===== src/rtl/id_ex_stage_reg.sv =====
// ID->EX pipeline register for the mips32 core: valid bit, flush, configurable stall index
// and saturating stall/bubble performance counters.
module id_ex_stage_reg #(
   parameter int unsigned DATA_W  = 32,
   parameter int unsigned ADDR_W  = 5,
   parameter int unsigned ALUOP_W = 8,
   parameter int unsigned STALL_W = 6,
   parameter int unsigned STAGE   = 2,
   parameter int unsigned CNT_W   = 16,
   parameter logic [ALUOP_W-1:0] NOP_ALUOP = '0
) (
   input  logic               i_clk,
   input  logic               i_rst,
   input  logic [STALL_W-1:0] i_stall,
   input  logic               i_flush,
   input  logic               i_clrCnt,
   input  logic               i_id_valid,
   input  logic [ALUOP_W-1:0] i_id_aluOp,
   input  logic [DATA_W-1:0]  i_id_opNum1,
   input  logic [DATA_W-1:0]  i_id_opNum2,
   input  logic [ADDR_W-1:0]  i_id_writeAddr,
   input  logic               i_id_writeReg,
   input  logic               i_id_inDelaySlot,
   input  logic [DATA_W-1:0]  i_id_linkAddr,
   input  logic               i_nextInstInDelaySlot,
   output logic               o_ex_valid,
   output logic [ALUOP_W-1:0] o_ex_aluOp,
   output logic [DATA_W-1:0]  o_ex_opNum1,
   output logic [DATA_W-1:0]  o_ex_opNum2,
   output logic [ADDR_W-1:0]  o_ex_writeAddr,
   output logic               o_ex_writeReg,
   output logic               o_ex_inDelaySlot,
   output logic [DATA_W-1:0]  o_ex_linkAddr,
   output logic               o_inDelaySlot,
   output logic [CNT_W-1:0]   o_stallCnt,
   output logic [CNT_W-1:0]   o_bubbleCnt
);

   typedef enum logic [1:0] {ActFlush, ActAdvance, ActBubble, ActHold} act_e;

   localparam logic [CNT_W-1:0] CntOne = {{(CNT_W-1){1'b0}}, 1'b1};

   act_e               w_act;
   logic               w_stall_sat;
   logic               w_bubble_sat;

   logic               r_valid;
   logic [ALUOP_W-1:0] r_aluOp;
   logic [DATA_W-1:0]  r_opNum1;
   logic [DATA_W-1:0]  r_opNum2;
   logic [ADDR_W-1:0]  r_writeAddr;
   logic               r_writeReg;
   logic               r_exInDelaySlot;
   logic [DATA_W-1:0]  r_linkAddr;
   logic               r_inDelaySlot;
   logic [CNT_W-1:0]   r_stallCnt;
   logic [CNT_W-1:0]   r_bubbleCnt;

   // Flush beats every stall pattern; otherwise our stall bit and the downstream bit decide.
   always_comb begin
      w_act = ActAdvance;
      if (i_flush) begin
         w_act = ActFlush;
      end else if (!i_stall[STAGE]) begin
         w_act = ActAdvance;
      end else if (!i_stall[STAGE+1]) begin
         w_act = ActBubble;
      end else begin
         w_act = ActHold;
      end
   end

   assign w_stall_sat  = &r_stallCnt;
   assign w_bubble_sat = &r_bubbleCnt;

   always_ff @(posedge i_clk) begin
      if (i_rst) begin
         r_valid         <= 1'b0;
         r_aluOp         <= NOP_ALUOP;
         r_opNum1        <= '0;
         r_opNum2        <= '0;
         r_writeAddr     <= '0;
         r_writeReg      <= 1'b0;
         r_exInDelaySlot <= 1'b0;
         r_linkAddr      <= '0;
         r_inDelaySlot   <= 1'b0;
      end else begin
         unique case (w_act)
            ActFlush, ActBubble: begin
               r_valid         <= 1'b0;
               r_aluOp         <= NOP_ALUOP;
               r_opNum1        <= '0;
               r_opNum2        <= '0;
               r_writeAddr     <= '0;
               r_writeReg      <= 1'b0;
               r_exInDelaySlot <= 1'b0;
               r_linkAddr      <= '0;
               // A bubble keeps the delay-slot feedback; only a flush kills it.
               if (w_act == ActFlush) begin
                  r_inDelaySlot <= 1'b0;
               end
            end
            ActAdvance: begin
               r_valid         <= i_id_valid;
               r_aluOp         <= i_id_aluOp;
               r_opNum1        <= i_id_opNum1;
               r_opNum2        <= i_id_opNum2;
               r_writeAddr     <= i_id_writeAddr;
               r_writeReg      <= i_id_writeReg & i_id_valid;
               r_exInDelaySlot <= i_id_inDelaySlot;
               r_linkAddr      <= i_id_linkAddr;
               r_inDelaySlot   <= i_nextInstInDelaySlot;
            end
            ActHold: begin
            end
            default: begin
            end
         endcase
      end
   end

   // Counters saturate; clrCnt wins over an increment and flush never touches them.
   always_ff @(posedge i_clk) begin
      if (i_rst || i_clrCnt) begin
         r_stallCnt  <= '0;
         r_bubbleCnt <= '0;
      end else begin
         if (w_act == ActHold && !w_stall_sat) begin
            r_stallCnt <= r_stallCnt + CntOne;
         end
         if (w_act == ActBubble && !w_bubble_sat) begin
            r_bubbleCnt <= r_bubbleCnt + CntOne;
         end
      end
   end

   assign o_ex_valid       = r_valid;
   assign o_ex_aluOp       = r_aluOp;
   assign o_ex_opNum1      = r_opNum1;
   assign o_ex_opNum2      = r_opNum2;
   assign o_ex_writeAddr   = r_writeAddr;
   assign o_ex_writeReg    = r_writeReg;
   assign o_ex_inDelaySlot = r_exInDelaySlot;
   assign o_ex_linkAddr    = r_linkAddr;
   assign o_inDelaySlot    = r_inDelaySlot;
   assign o_stallCnt       = r_stallCnt;
   assign o_bubbleCnt      = r_bubbleCnt;

endmodule


===== config.mk =====
export PLATFORM = sky130hd
export DESIGN_NAME = id_ex_stage_reg
export DESIGN_NICKNAME = d
export VERILOG_FILES = /design/src/rtl/id_ex_stage_reg.sv
export SDC_FILE = /design/constraint.sdc
export NUM_CORES = 1
export LEC_CHECK = 0
export ABC_AREA = 1
export BUFFER_PORTS_ARGS = -buffer_cell sky130_fd_sc_hd__buf_2
export CAP_MARGIN = 10
export CORE_MARGIN = 5
export CORE_UTILIZATION = 50
export CTS_BUF_LIST = sky130_fd_sc_hd__clkbuf_4 sky130_fd_sc_hd__clkbuf_8 sky130_fd_sc_hd__clkbuf_16
export CTS_CLUSTER_DIAMETER = 100
export DETAILED_ROUTE_END_ITERATION = 8
export PLACE_DENSITY = 0.87
export SLEW_MARGIN = 40
export SYNTH_ARGS = -nofsm -noshare
export SYNTH_HDL_FRONTEND = slang
export SYNTH_SLANG_ARGS = --single-unit

===== constraint.sdc =====
create_clock -name i_clk -period 2.12 [get_ports i_clk]
set_input_delay 0.424 -clock i_clk [delete_from_list [all_inputs] [get_ports i_clk]]
set_output_delay 0.424 -clock i_clk [all_outputs]
set_load 0.1 [all_outputs]

### Yosys cells after proc, flatten, opt, wreduce, memory -nomap -nowiden

Cells that the tools add are included.

| storage, ports and cells | value |
|---|---|
| output and inout port bits | 145 |
| logic and storage cells | 42 |
| register bits | 145 |
| input port bits | 123 |

| cells by class | value |
|---|---|
| reductions and logical operators | 11 |
| equal/unequal tests | 4 |
| $add $sub $neg | 2 |
| bitwise operators | 1 |
| muxes and demuxes | 13 |

Operators by type and width:

| operator | count |
|---|---|
| 32-bit case mux with 2 select lines | 3 |
| 16-bit by 1-bit adder with 16-bit output, second input constant | 2 |
| 16-bit AND reduction | 2 |
| 8-bit case mux with 2 select lines | 1 |
| 5-bit case mux with 2 select lines | 1 |
| 1-bit case mux with 2 select lines | 4 |
| 2-bit == test, second input constant | 2 |
| 2-bit two-way mux | 2 |
| 2-bit by 1-bit == test with 1-bit output, second input constant | 1 |
| 1-bit logical AND | 2 |
| 1-bit zero test | 2 |
| 2-bit zero test | 1 |
| 1-bit two-way mux | 2 |
| 2-bit != test, second input constant | 1 |
| 2-bit AND reduction | 1 |
| 2-bit nonzero test | 1 |
| 2-bit OR reduction | 1 |
| 1-bit AND | 1 |
| 1-bit logical OR | 1 |

### Logic depth before layout (Yosys ltp)

| depth | value |
|---|---|
| word-level depth | 7 |
| depth in mapped cells | 10 |
| depth with buffers taken out | 10 |

### Least setup slack after synthesis

Ideal clock, no wire load.

| timing | value |
|---|---|
| kind | register to register |
| from | reg r_bubbleCnt[0], in the netlist o_bubbleCnt[0] |
| to | reg r_bubbleCnt[10], in the netlist o_bubbleCnt[10] |
| stages on the path, launching flop included | 8 |
| data required time | 2.001 ns |
| buffers on the path | 1 |
| setup time | 0.119 ns |
| path slack | -0.098 ns |
| clock period less this slack | 2.218 ns |
| data arrival time | 2.099 ns |
| cells stage by stage | dfxtp_1 > ha_1 > inv_1 > nor2_2 > nand4_2 > buf_6 > a21oi_1 > nor2_1 |

| between the ends | value |
|---|---|
| word-level cells in the longest chain between the ends | 3 |
| elaborated cells on any way between the ends | 4 |
| classes of those cells | add/sub (1); reduce/logical (3) |

RTL lines:

| what | line | text |
|---|---|---|
| start: declaration | 57 | `logic [CNT_W-1:0] r_bubbleCnt;` |
| start signal: assignment | 132 | `r_bubbleCnt <= r_bubbleCnt + CntOne;` |
| branches (longest 3 deep; another with 16-bit by 1-bit adder with 16-bit output) | -- |  |

Several ways; the timed one is not identified.
A chain may end at the register's enable or synchronous reset.

### Worst setup path in the final report

| timing | value |
|---|---|
| from | reg r_stallCnt[3], in the netlist o_stallCnt[3] |
| to | out o_stallCnt[3] |

RTL lines:

| what | line | text |
|---|---|---|
| start: declaration | 56 | `logic [CNT_W-1:0] r_stallCnt;` |
| start signal: assignment | 129 | `r_stallCnt <= r_stallCnt + CntOne;` |
| end: declaration | 35 | `output logic [CNT_W-1:0] o_stallCnt,` |

No word-level cell between the ends.

==> summary.md <==
| Metric | Value |
|---|---|
| Final core occ | 69.1% |
| Total grt overflow | 0 |
| Period utilization | 82.8% |
| Post-Route Setup TNS | 0 ps |
| I/O pin count | 268 |
| Clk root buf | clkbuf_16 |
| Final Hold Vio Count | 0 |
| Crit-path cells | buf_2 |
| Post-CTS sizing | 0 |
| Max clock buf depth | 2 |
| Max capacitance violation total | 0 |
| Peak supply drop | 0.695 mV |
| GRT Util Overall | 24.7% |
| Worst Hold Margin | 249 ps |
| Worst setup margin | 364 ps |
| Total power | 7.19 mW |
| Dpl cells | 1,180 |
| Main combinational cell family by area after synthesis | simple AND/OR/NAND/NOR gates |
| CP arrival | 1330 ps |
| Slew @ Worst Pin | 520 ps |
| DRC violation count after routing | 0 |
| Vias per cell | 5.07 |
| CTS tree | done |
| Slowest CP cell | buf_2 |
| Drt pass-1 iters | 5 |
| Crit Path Category | reg2out |
| Unrepaired setup endpoints after global routing | no |
| Setup crit start kind | flip-flop |
| Area grow syn2layout | 35.9% |
| Die height | 118 µm |
| Max Clock Freq | 569 MHz |
| Largest area contributor in the netlist | dfxtp_1 |
| Outcome | completed |
| # rows | 39 |
| Worst-path clk slew | 60 ps |
| Clock sink total | 145 |
| Total core area | 11,400 µm² |
| Layout cells sized above 1 | 30.0% |
| Clk_lat worst skew | 420 ps |
| 1st-iter DRT viols | 427 |
| Final wirelength | 17.7 mm |
| Number of synthesized register bits | 145 |
| CP max stage delay | 480 ps |
| Worst path required time | 1700 ps |
| P_leak | 3.59 nW |
| Syn Area/Cell | 7.17 µm² |
| H-tree depth | 4 |
| Dpl ws | 361 ps |
| Post-synthesis sequential area ratio | 50.2% |
| Xor/xnor share of the synthesized area | 0% |
| Setup bufs post-CTS | 0 |
| ANT cells | 0 |
| Commonest non-fill, non-tap cells in the layout | nand2_1, buf_2, dfxtp_1 |
| Setup Skew | 11.8 ps |
| Dpl cell area | 7190 µm² |
| Synthesized area | 5780 µm² |
| Crit. End Element | output port |
| CP max FO | 6 |
| Initial Util | 50.9% |
| # nets final | 1,181 |
| Die area | 13,800 µm² |
| Fin crit period | 1760 ps |
| Synth warnings | 0 |
| Post-synthesis compound-gate area fraction | 11.8% |
| FF-to-FF setup slack | 410 ps |
| GPL Wtd Cong | 0.895 |
| Setup violators final | 0 |
| First-pass GRT wire length | 28.3 mm |
| Initial antenna violation count | 0 |
| Pin count of the biggest net entering global routing | 75 |
| Worst hold path class | in2reg |
| Relative slew slack | 65.3% |
| Routed vias | 6,145 |
| Mux contribution to synthesized area | 0% |
| Number of I/O port buffers | 263 |
| Final slew viol count | 0 |
| Die X | 118 µm |
| Vias in the first global route | 5,765 |
| Crit-path leading delay family | buffers and inverters |
| Most common cell after layout, fill and taps aside | nand2_1 |
| Mapped Nets | 931 |
| CTS Buf Count | 17 |
| Top-area cell type share of the netlist area | 50.2% |
| Adder-Cell Fraction of Synth Area | 0.433% |
| Yosys cell types | 22 |
| Final ANT Viol Nets | 0 |
| Crit path buf inv count | 1 |
| Synth Area in Simple Gates | 31.4% |
| Drt wl/cell | 14.6 µm |
| Synth top area cells | dfxtp_1, nand2_1, a21oi_1 |
| Design Area, Final | 7860 µm² |
| Cell Pwr Density | 915 nW/µm² |
| Finished Layout Cells | 1,212 |
| Mapped Cells | 806 |
| DP Wirelength | 12.3 mm |
| Hold Buf Count CTS | 0 |
| # fillers | 880 |
-- cell usage after synthesis, drive strengths merged --
library cell and count:
dfxtp 145, and2 2, nand3 38, nor3 2
nand4 4, ha 2, a21oi 134, inv 31
clkbuf 19, buf 23, a31oi 1, nand3b 5
nor2 90, nand2 310
-- metal layers --
| layer | wire length (µm) | vias to the layer above | track usage, % |
|---|---|---|---|
| met5 | 0 | - | 0 |
| met4 | 467 | 0 | 9.96 |
| met3 | 1340 | 46 | 7.40 |
| met2 | 9110 | 252 | 43.0 |
| met1 | 6760 | 2783 | 28.3 |
| li1 | - | 3064 | - |
-- cell type report --
cell class	count	area [µm²]	area share (%)
sequential	145	2910	37.0
multi-input combinational	588	2530	32.2
timing repair buffer	273	1460	18.5
clock buffer	24	515	6.56
tap	143	179	2.28
clock inverter	8	148	1.88
inverter	31	118	1.50
-- power breakdown --
group          switching [mW]  total, mW  internal (mW)
clock                    1.12       3.29           2.17
sequential             0.0404       2.85           2.81
combinational           0.839       1.05          0.214
-- state kept, by name, summed over array words and instances (netlist names) --
| name | cells |
|---|---|
| o_ex_valid | 1 |
| o_ex_inDelaySlot | 1 |
| o_ex_writeAddr | 5 |
| o_ex_opNum2 | 32 |
| o_ex_opNum1 | 32 |
| o_inDelaySlot | 1 |
| o_ex_aluOp | 8 |
| o_stallCnt | 16 |
| o_bubbleCnt | 16 |
| o_ex_linkAddr | 32 |
| o_ex_writeReg | 1 |
-- logic make-up (layout without fill, tap and decap cells) --
group / Yosys count / in the layout
and+or+nand+nor: 451 / 451
DFF: 145 / 145
AOI/OAI and AO/OA: 135 / 135
buffers and inverters: 73 / 336
adders and majority gates: 2 / 2
-- final timing paths --
kind / depth (start not counted) / endpoint / from
setup / recovery: 1 / o_stallCnt[3] / o_stallCnt[3]
hold / removal: 3 / o_ex_opNum1[25] / i_id_opNum1[25]
setup reg to reg: 6 / o_bubbleCnt[15] / o_bubbleCnt[0]
hold reg to reg: 2 / o_ex_opNum1[28] / o_ex_opNum1[28]
Note: power is estimated with default switching activity, not from simulation.
